### config.mk
export PLATFORM = sky130hd
export DESIGN_NAME = mult_div_unit
export DESIGN_NICKNAME = d
export VERILOG_FILES = /design/src/rtl/mult_div_unit.sv
export SDC_FILE = /design/constraint.sdc
export NUM_CORES = 1
export LEC_CHECK = 0
export ABC_AREA = 1
export BUFFER_PORTS_ARGS = -buffer_cell sky130_fd_sc_hd__buf_2
export CORE_MARGIN = 5
export CORE_UTILIZATION = 45
export DETAILED_ROUTE_END_ITERATION = 12
export PLACE_DENSITY_LB_ADDON = 0.3
export SETUP_SLACK_MARGIN = 0.15
export SYNTH_ARGS = -nofsm -noshare
export SYNTH_HDL_FRONTEND = slang
export SYNTH_SLANG_ARGS = --single-unit
### constraint.sdc
create_clock -name clk -period 5.7 [get_ports clk]
set_clock_uncertainty 0.05 [all_clocks]
set_input_delay 0.57 -clock clk [delete_from_list [all_inputs] [get_ports clk]]
set_output_delay 0.57 -clock clk [all_outputs]
set_load 0.02 [all_outputs]
### src/rtl/mult_div_unit.sv
// Iterative signed/unsigned multiply (shift-add) and divide (restoring) with internal HI/LO; MD_EARLY_TERM_EN enables multiply early exit.
// Latency: WIDTH+1 edges from accepted start to done (divide-by-zero: 1 edge); early exit shortens multiplies to as few as 2.
// Backpressure: start is only sampled while idle; pulses while busy are dropped without effect.
module mult_div_unit #(
    parameter int WIDTH = 32
) (
    input  logic             clk,
    input  logic             reset,
    input  logic             start,
    input  logic             op,
    input  logic             sgn,
    input  logic [WIDTH-1:0] a,
    input  logic [WIDTH-1:0] b,
    output logic             busy,
    output logic             done,
    output logic             div0,
    output logic [WIDTH-1:0] hi,
    output logic [WIDTH-1:0] lo
);

    localparam int CNT_W = $clog2(WIDTH) + 1;

    typedef enum logic [1:0] {IDLE, CALC, FIX} state_t;

    state_t               state;
    logic [CNT_W-1:0]     count;
    logic [2*WIDTH-1:0]   acc;      // multiply: product; divide: partial remainder in low half
    logic [2*WIDTH-1:0]   opA;      // multiply: shifted multiplicand; divide: dividend/quotient in low half
    logic [WIDTH-1:0]     opB;      // multiply: remaining multiplier; divide: divisor
    logic                 isDiv;
    logic                 negHi;
    logic                 negLo;

    logic [WIDTH-1:0]     magA;
    logic [WIDTH-1:0]     magB;
    logic [WIDTH:0]       remShift;
    logic [WIDTH:0]       remDiff;
    logic                 lastIter;

    always_comb begin
        magA     = (sgn && a[WIDTH-1]) ? -a : a;
        magB     = (sgn && b[WIDTH-1]) ? -b : b;
        remShift = {acc[WIDTH-1:0], opA[WIDTH-1]};
        remDiff  = remShift - {1'b0, opB};
        lastIter = (count == CNT_W'(WIDTH - 1));
`ifdef MD_EARLY_TERM_EN
        // Multiplicand is pre-shifted, so the product is already aligned when the multiplier runs out.
        if (!isDiv && (opB[WIDTH-1:1] == '0))
            lastIter = 1'b1;
`endif
    end

    always_ff @(posedge clk or negedge reset) begin
        if (!reset) begin
            state <= IDLE;
            count <= '0;
            acc   <= '0;
            opA   <= '0;
            opB   <= '0;
            isDiv <= 1'b0;
            negHi <= 1'b0;
            negLo <= 1'b0;
            busy  <= 1'b0;
            done  <= 1'b0;
            div0  <= 1'b0;
            hi    <= '0;
            lo    <= '0;
        end else begin
            done <= 1'b0;
            case (state)
                IDLE: begin
                    if (start) begin
                        if (op && (b == '0)) begin
                            div0 <= 1'b1;
                            done <= 1'b1;
                        end else begin
                            isDiv <= op;
                            acc   <= '0;
                            opA   <= {{WIDTH{1'b0}}, magA};
                            opB   <= magB;
                            negLo <= sgn && (a[WIDTH-1] ^ b[WIDTH-1]);
                            // Remainder follows the dividend; a product sign applies to both halves.
                            negHi <= op ? (sgn && a[WIDTH-1]) : (sgn && (a[WIDTH-1] ^ b[WIDTH-1]));
                            count <= '0;
                            div0  <= 1'b0;
                            busy  <= 1'b1;
                            state <= CALC;
                        end
                    end
                end
                CALC: begin
                    count <= count + 1'b1;
                    if (isDiv) begin
                        acc <= {{WIDTH{1'b0}}, (remDiff[WIDTH] ? remShift[WIDTH-1:0] : remDiff[WIDTH-1:0])};
                        opA <= {opA[2*WIDTH-2:0], ~remDiff[WIDTH]};
                    end else begin
                        if (opB[0])
                            acc <= acc + opA;
                        opA <= opA << 1;
                        opB <= opB >> 1;
                    end
                    if (lastIter)
                        state <= FIX;
                end
                FIX: begin
                    if (isDiv) begin
                        lo <= negLo ? -opA[WIDTH-1:0] : opA[WIDTH-1:0];
                        hi <= negHi ? -acc[WIDTH-1:0] : acc[WIDTH-1:0];
                    end else begin
                        {hi, lo} <= negLo ? -acc : acc;
                    end
                    busy  <= 1'b0;
                    done  <= 1'b1;
                    state <= IDLE;
                end
                default: state <= IDLE;
            endcase
        end
    end

endmodule

==> results of run 1 <==
[cell usage after synthesis (9+ instances only)]
library cell,number,area share (%)
nand2_1,1300,21
inv_1,588,9.4
nor2_1,464,7.4
nand3_1,336,7.1
a21oi_1,264,5.6
o21ai_0,259,5.5
dfrtp_1,238,25
ha_1,100,5.3
clkbuf_1,77,1.2
xor2_1,60,2.2
nand4_1,44,1.2
nor3_1,43,0.91
a22o_1,30,1.1
buf_2,21,0.45
a31oi_1,20,0.53
xnor2_1,19,0.71
o211ai_1,17,0.54
buf_1,16,0.26
nand3b_1,15,0.48
o22ai_1,13,0.35
o21ai_1,12,0.26
o21bai_1,12,0.38
nor2_2,11,0.29
or2_2,9,0.24
[layout by cell type (no fill, tap or decap), types with 5 or more instances in the layout]
cell type  netlist  layout
nand2_1       1300    1300
inv_1          588     585
nor2_1         464     461
nand3_1        336     336
a21oi_1        264     264
o21ai_0        259     259
dfrtp_1        238     236
buf_2           21     134
ha_1           100     100
xor2_1          60      60
nand4_1         44      44
nor3_1          43      43
clkbuf_16        0      31
a22o_1          30      30
a31oi_1         20      20
xnor2_1         19      19
o211ai_1        17      17
nand3b_1        15      15
o22ai_1         13      13
buf_4            6      13
nor2_2          11      12
o21bai_1        12      12
o21ai_1         12      12
or2_2            9       9
nand2_2          6       6
nand3_2          6       6
o31ai_1          6       6
clkbuf_1        77       6
nor2_4           3       5
a21o_1           5       5
inv_2            3       5
clkinv_2         1       5
o21a_1           5       5
a21boi_0         5       5
[through the flow]
step | total power [mW] | cells
after global placement | 12.2 | 4746
after CTS | 14.1 | 4800
after detailed placement | 12.2 | 4746
after floorplan | 9.41 | 4043
after global routing | 15.6 | 4800
final | 14.4 | 4800
[flip-flops by register name, indices dropped and copies added (netlist names)]
register,flops
lo,32
state,2
negHi,1
busy,1
done,1
acc,64
opA,64
hi,32
opB,32
count,6
isDiv,1
negLo,1
div0,1
[worst register-to-register path: cells and delay by family, from the launching register on]
| kind | cells | cell delay (ns) |
|---|---|---|
| buffers and inverters | 4 | 1.81 |
| flip-flops | 1 | 0.43 |
| AND/OR/NAND/NOR | 5 | 1.01 |
[area by class of cell]
cell class                      count  share of cell area, %
Multi-Input combinational cell   3084                   57.8
Tap cell                          680                   3.32
Sequential cell                   238                   23.3
Clock inverter                     12                  0.425
Clock buffer                       41                   3.33
Timing Repair Buffer              150                   3.17
Inverter                          595                   8.72
[layer usage]
layer  track usage, %  part of all wire [%]
met3             6.54                    11
met5                0                     0
met4             9.79                   3.7
met2             43.6                    40
met1             46.6                    45
[final timing paths]
check / startpoint / end / slack, ns / cells past startpoint
setup / recovery: state[0] / acc[54] / 2.27 / 9
hold / removal: start / div0 / 0.20 / 2
setup reg to reg: state[0] / acc[54] / 2.27 / 9
hold reg to reg: lo[22] / lo[22] / 0.42 / 2
max in group asynchronous: reset / hi[14] / 3.71 / 3
min in group asynchronous: reset / opB[3] / 0.54 / 2
[power groups by stage]
stage	clock, mW	combinational (mW)	sequential (mW)
6_report	1.87	9.34	3.21
5_1_grt	1.97	10.4	3.23
2_1_floorplan	0	6.64	2.77
3_3_place_gp	0	9.02	3.16
4_1_cts	1.89	9.11	3.14
3_5_place_dp	0	9.07	3.17
[repair_timing]
action | in CTS | in global routing
hold endpoints to repair | 13 | 0
hold buffers | 1 | 0
resized for setup | 0 | 0
[cells by family after synthesis]
kind of cell	after synthesis
fa+ha+maj	102
compound gates	650
flops	238
xor+xnor	79
simple gates	2253
buf+inv	721
==> reports/results.txt, run 1 <==
Placement Setup Slack: 2.17 ns
Post-Syn Instances: 4043
Reg area: 5960 um2
Initial antenna violation count: 1
Hold WC Path Type: input port to register
First-pass GRT wire length: 138000 um
Post-synth EDFFs: 0
Clock Sinks: 238
Leak pwr: 13.6 nW
Antenna Nets Post-Route: 0
Cell Chain, Critical Path: inv_1 > nor2_4 > inv_2 > nor3_1 > buf_4 > nor2_2 > clkinv_2 > nand2_1 > nand2_1
Clock Path Buffers: 3
Final Max Tran Viols: 0
Net Sw Frac: 57.1%
CTS H-tree depth: 1
Asr flop ratio synth: 100%
Vias/cell: 5.49
Vias: 26300
Buffer count from post-CTS setup fixing: 0
Largest family of logic cells by synthesized area: simple AND/OR/NAND/NOR gates
Dominant synthesized flop cell: dfrtp_1
Tmin final: 3.43 ns
Worst setup EP type: register
Status: finished clean
1st-iter DRT viols: 3101
Synth Area in Simple Gates: 39.4%
Area grow syn2layout: 8.84%
Power per cell area: 563 nW/um2
Mux share of post-synthesis cell area: 0%
Post-synthesis xor/xnor area fraction: 2.94%
IO Port Bufs: 135
Global Route Usage Sum: 30.8%
Number of CTS-inserted buffers: 30
Most frequent cell on the critical path: nand2_1
Worst Path Max Fanout: 58
Internal power: 6.19 mW
Post-detailed-route DRC marker count: 0
Ratio of cells with drive above 1 in the final layout: 5.95%
Die area: 57000 um2
Clk network pwr share: 13.0%
Power share of the sequential group: 22.3%
Clock Latency Late Sink: 0.59 ns
Crit-path leading delay family: buffers and inverters
Fmax: 292 MHz
DP Area: 24700 um2
RSZ-0062 raised after global routing: false
Synth Net Count: 4214
Post-Syn Area: 23600 um2
Synth Area in Adders: 5.48%
Worst path bufs/invs: 4
Multi-input gate area: 14800 um2
Netlist cell types: 46
CP max-delay cell: clkinv_2
WL/cell: 18.9 um
Sequential-to-total area share from yosys stat: 25.3%
Detailed Place HPWL: 71800 um
Setup violators final: 0
Setup WS post-layout: 2.27 ns
Count of final hold-check violations: 0
CTS tree: built
Post-synthesis compound-gate area fraction: 15.0%
Num rows: 83
Clock transition at path regs: 0.06 ns
CP Launch Type: register
CP Data Arrival Time: 3.84 ns
Worst slew pin tran: 1.01 ns
Initial Util: 45.6%
Gr ovfl total: 0
Die Width: 239 um
Combinational power share: 64.7%
CP max stage delay: 0.92 ns
Final instance area: 25600 um2
Fillers: 5495
Slew margin rel.: 32.0%
Ys Warns: 0
Vias in the first global route: 23500
Period utilization: 60.2%
Diodes inserted: 0
Final GP Congestion: 1.04
Max cap viols: 0
Clock root cell: clkbuf_16
FF+latch count, synth: 238
Number of iterations in the first detailed-routing pass: 7
Setup CP Type: register to register
Nets: 4270
Top Ports: 136
Area of the core: 51600 um2
Die height: 239 um
Hold WS: 0.197 ns
Setup TNS: 0 ns
Final WL: 90800 um
VDD IR max: 0.235 mV
Largest net degree at the start of global routing: 141
Psw: 8.24 mW
Final core occ: 49.7%
Syn_area_per_cell: 5.83 um2
CP required: 6.11 ns
No activity file was read; power rests on OpenSTA's default activity.
==> run 2: changes to the inputs <==
ABC_AREA = 0   (was 1)
clock period = 3.35 ns   (was 5.7 ns; I/O delays follow)
==> reports/results.txt, run 2 <==
Number of iterations in the first detailed-routing pass: 5 (was 7)
Largest net degree at the start of global routing: 125 (was 141)
Combinational power share: 71.4% (was 64.7%)
Commonest non-fill, non-tap cell in the layout: nand2_1 (unchanged)
Area of the core: 42000 um2 (was 51600 um2)
Final Max Tran Viols: 0 (unchanged)
Clock Sinks: 238 (unchanged)
CP max-delay cell: or4_1 (was clkinv_2)
Final GP Congestion: 1.01 (was 1.04)
Worst hold path endpoint: div0 (unchanged)
Synth Net Count: 2575 (was 4214)
Sequential-to-total area share from yosys stat: 31.1% (was 25.3%)
Power per cell area: 1230 nW/um2 (was 563 nW/um2)
Clk network pwr share: 11.7% (was 13.0%)
Initial antenna violation count: 0 (was 1)
Hold_sp: start (unchanged)
Vias: 19600 (was 26300)
Max cap viols: 0 (unchanged)
Slew margin rel.: 28.5% (was 32.0%)
Clock Path Buffers: 3 (unchanged)
RSZ-0062 raised after global routing: true (was false)
Clock transition at path regs: 0.06 ns (about the same)
Ys Warns: 0 (unchanged)
Area grow syn2layout: 29.2% (was 8.84%)
Worst setup EP type: register (unchanged)
Num rows: 75 (was 83)
R2R Setup Slk: -0.21 ns (was 2.27 ns)
Crit-path leading delay family: simple AND/OR/NAND/NOR gates (was buffers and inverters)
Fin cells: 3281 (was 4800)
Initial Util: 45.5% (was 45.6%)
FF+latch count, synth: 238 (unchanged)
Cell Chain, Critical Path: or4_1 > or3_4 > or4_4 > or2_4 > or3_4 > or3_4 > o31ai_2 > xor2_1 > nor2_1 > a21oi_1 > o21ai_1 (was inv_1 > nor2_4 > inv_2 > nor3_1 > buf_4 > nor2_2 > clkinv_2 > nand2_1 > nand2_1)
Hold WC Path Type: input port to register (unchanged)
Biggest regs: acc (64), opA (64) (unchanged)
DP Area: 22100 um2 (was 24700 um2)
Clock Latency Late Sink: 0.57 ns (was 0.59 ns)
Die Width: 216 um (was 239 um)
Die area: 46800 um2 (was 57000 um2)
Net Sw Frac: 47.7% (was 57.1%)
Detailed Place HPWL: 50000 um (was 71800 um)
CP Launch Type: register (unchanged)
Period utilization: 106% (was 60.2%)
Global Route Usage Sum: 26.7% (was 30.8%)
Worst Path Max Fanout: 2 (was 58)
CP max stage delay: 0.51 ns (was 0.92 ns)
Internal power: 15.9 mW (was 6.19 mW)
Final WL: 65900 um (was 90800 um)
1st-iter DRT viols: 1761 (was 3101)
Hold depth: 3 (was 2)
Setup CP Type: register to register (unchanged)
Post-synth EDFFs: 0 (unchanged)
Synth area leader: dfrtp_1 (unchanged)
CTS H-tree depth: 1 (unchanged)
Nets: 2892 (was 4270)
Setup violators final: 20 (was 0)
Commonest cells after routing, fill and taps aside: nand2_1, buf_4, o21ai_0, dfrtp_1, a21oi_1 (was nand2_1, inv_1, nor2_1, nand3_1, a21oi_1)
Fmax: 281 MHz (was 292 MHz)
Top post-synthesis cells by count: nand2_1, o21ai_0, dfrtp_1 (was nand2_1, inv_1, nor2_1)
Top-count cell post-synth: nand2_1 (unchanged)
CTS tree: built (unchanged)
Syn_area_per_cell: 7.96 um2 (was 5.83 um2)
Setup WS post-layout: -0.212 ns (was 2.27 ns)
Most frequent cell on the critical path: or3_4 (was nand2_1)
Post-detailed-route DRC marker count: 0 (unchanged)
Top cells by area, synth: dfrtp_1, o21ai_0, ha_1, nand2_1, xor2_1 (was dfrtp_1, nand2_1, inv_1, nor2_1, nand3_1)
First-pass GRT wire length: 102000 um (was 138000 um)
Failing checks: setup timing
CP required: 3.73 ns (was 6.11 ns)
Diodes inserted: 0 (unchanged)
Yosys top cell area share: 31.1% (was 25.3%)
Asr flop ratio synth: 100% (unchanged)
Hold WS: 0.0354 ns (was 0.197 ns)
Placed cell count: 3177 (was 4746)
Dominant synthesized flop cell: dfrtp_1 (unchanged)
Final instance area: 24700 um2 (was 25600 um2)
Leak pwr: 10.7 nW (was 13.6 nW)
Count of final hold-check violations: 0 (unchanged)
Vias in the first global route: 18400 (was 23500)
Antenna Nets Post-Route: 0 (unchanged)
Psw: 14.5 mW (was 8.24 mW)
Worst reg-to-reg path cell count: 11 (was 9)
Worst slew pin tran: 1.07 ns (was 1.01 ns)
FF-to-FF Start: acc[13] (was state[0])
Number of CTS-inserted buffers: 28 (was 30)
Status: complete, but fails checks (was finished clean)
WL/cell: 20.1 um (was 18.9 um)
CP Data Arrival Time: 3.94 ns (was 3.84 ns)
Netlist cell types: 73 (was 46)
Clock root cell: clkbuf_16 (unchanged)
Die height: 216 um (was 239 um)
Gr ovfl total: 0 (unchanged)
Tmin final: 3.56 ns (was 3.43 ns)
VDD IR max: 0.548 mV (was 0.235 mV)
Worst path bufs/invs: 0 (was 4)
Power share of the sequential group: 17.0% (was 22.3%)
Top Ports: 136 (unchanged)
Ratio of cells with drive above 1 in the final layout: 25.5% (was 5.95%)
Vias/cell: 5.97 (was 5.49)
Post-Syn Area: 19100 um2 (was 23600 um2)
IO Port Bufs: 135 (unchanged)
FF-to-FF End: hi[0] (was acc[54])
Post-Syn Instances: 2404 (was 4043)
## run 2: changes by cell type after synthesis, sizes merged, moves of 28 or more
cell    delta
or4       +28
xor2      +65
a21o      +57
a21oi     -70
xnor2    +103
clkbuf    +51
o21ai     +44
or3       +52
o22ai     +44
inv      -527
o31ai     +37
nor2     -340
nand3    -321
nand2    -986
## run 2: cell type report
class	instances	area [um2]
Clock inverter	16	292
Timing Repair Buffer	441	3270
Sequential cell	238	5970
Fill cell	3747	17300
Clock buffer	35	778
Inverter	64	240
Tap cell	539	674
Multi-Input combinational cell	1948	13500
## run 2: power groups by stage
stage          clock, mW  combinational [mW]  sequential [mW]
5_1_grt             3.74                23.4             5.26
4_1_cts             3.59                19.9             5.08
6_report            3.55                21.7             5.17
3_3_place_gp           0                18.2             5.06
2_1_floorplan          0                11.9             4.89
3_5_place_dp           0                18.5             5.10
## run 2: logic make-up (layout without fill, tap and decap cells)
| group | count (synthesis) | in the layout | share of synthesized area (%) |
|---|---|---|---|
| buffers and inverters | 218 | 556 | 4.41 |
| AOI/OAI and AO/OA | 861 | 861 | 27.5 |
| xor gates and xnor gates | 247 | 247 | 11.3 |
| muxes | 28 | 28 | 1.56 |
| and+or+nand+nor | 710 | 710 | 17.4 |
| adders and majority gates | 102 | 102 | 6.75 |
| DFF | 238 | 238 | 31.1 |
## run 2: how the worst max path moves through the flow
| stage | end | depth (start not counted) | start | slack (ns) |
|---|---|---|---|---|
| 4_1_cts | hi[0] | 11 | acc[13] | -0.18 |
| 5_1_grt | hi[0] | 11 | acc[13] | -0.32 |
| 6_report | hi[0] | 11 | acc[13] | -0.21 |
| 2_1_floorplan | hi[0] | 12 | acc[12] | -0.17 |
| 3_5_place_dp | hi[0] | 11 | acc[13] | -0.24 |
| 3_3_place_gp | hi[0] | 11 | acc[13] | -0.23 |
## run 2: layer usage
metal / wire length, um / up-vias / track usage, %
met3: 4980 / 118 / 4.06
met1: 30000 / 9416 / 39.0
met4: 2400 / 0 / 8.63
li1: - / 9340 / -
met5: 0 / - / 0
met2: 28500 / 719 / 40.9
## run 2: tightest hold or removal path, cell delays in order
cell and delay [ns]:
buf_2 0.12, nand2_1 0.08, o31ai_1 0.07
## run 2: timing repair
action | CTS | global route
buffers inserted | 26 | 22
hold buffers | 2 | 0
setup endpoints to repair | 84 | 96
cloned | 2 | 1
resized for setup | 120 | 134
pin swaps | 64 | 89
hold endpoints to repair | 42 | 0
## run 2: metrics by stage
stage	utilization (%)	TNS, ns	setup slack (ns)	power [mW]
5_1_grt	58.8	-4.45	-0.321	32.4
4_1_cts	57.0	-1.23	-0.181	28.6
3_3_place_gp	52.6	-1.03	-0.226	23.3
6_report	58.8	-1.94	-0.212	30.4
2_1_floorplan	-	-1.03	-0.174	16.8
3_5_place_dp	52.6	-2.64	-0.238	23.6
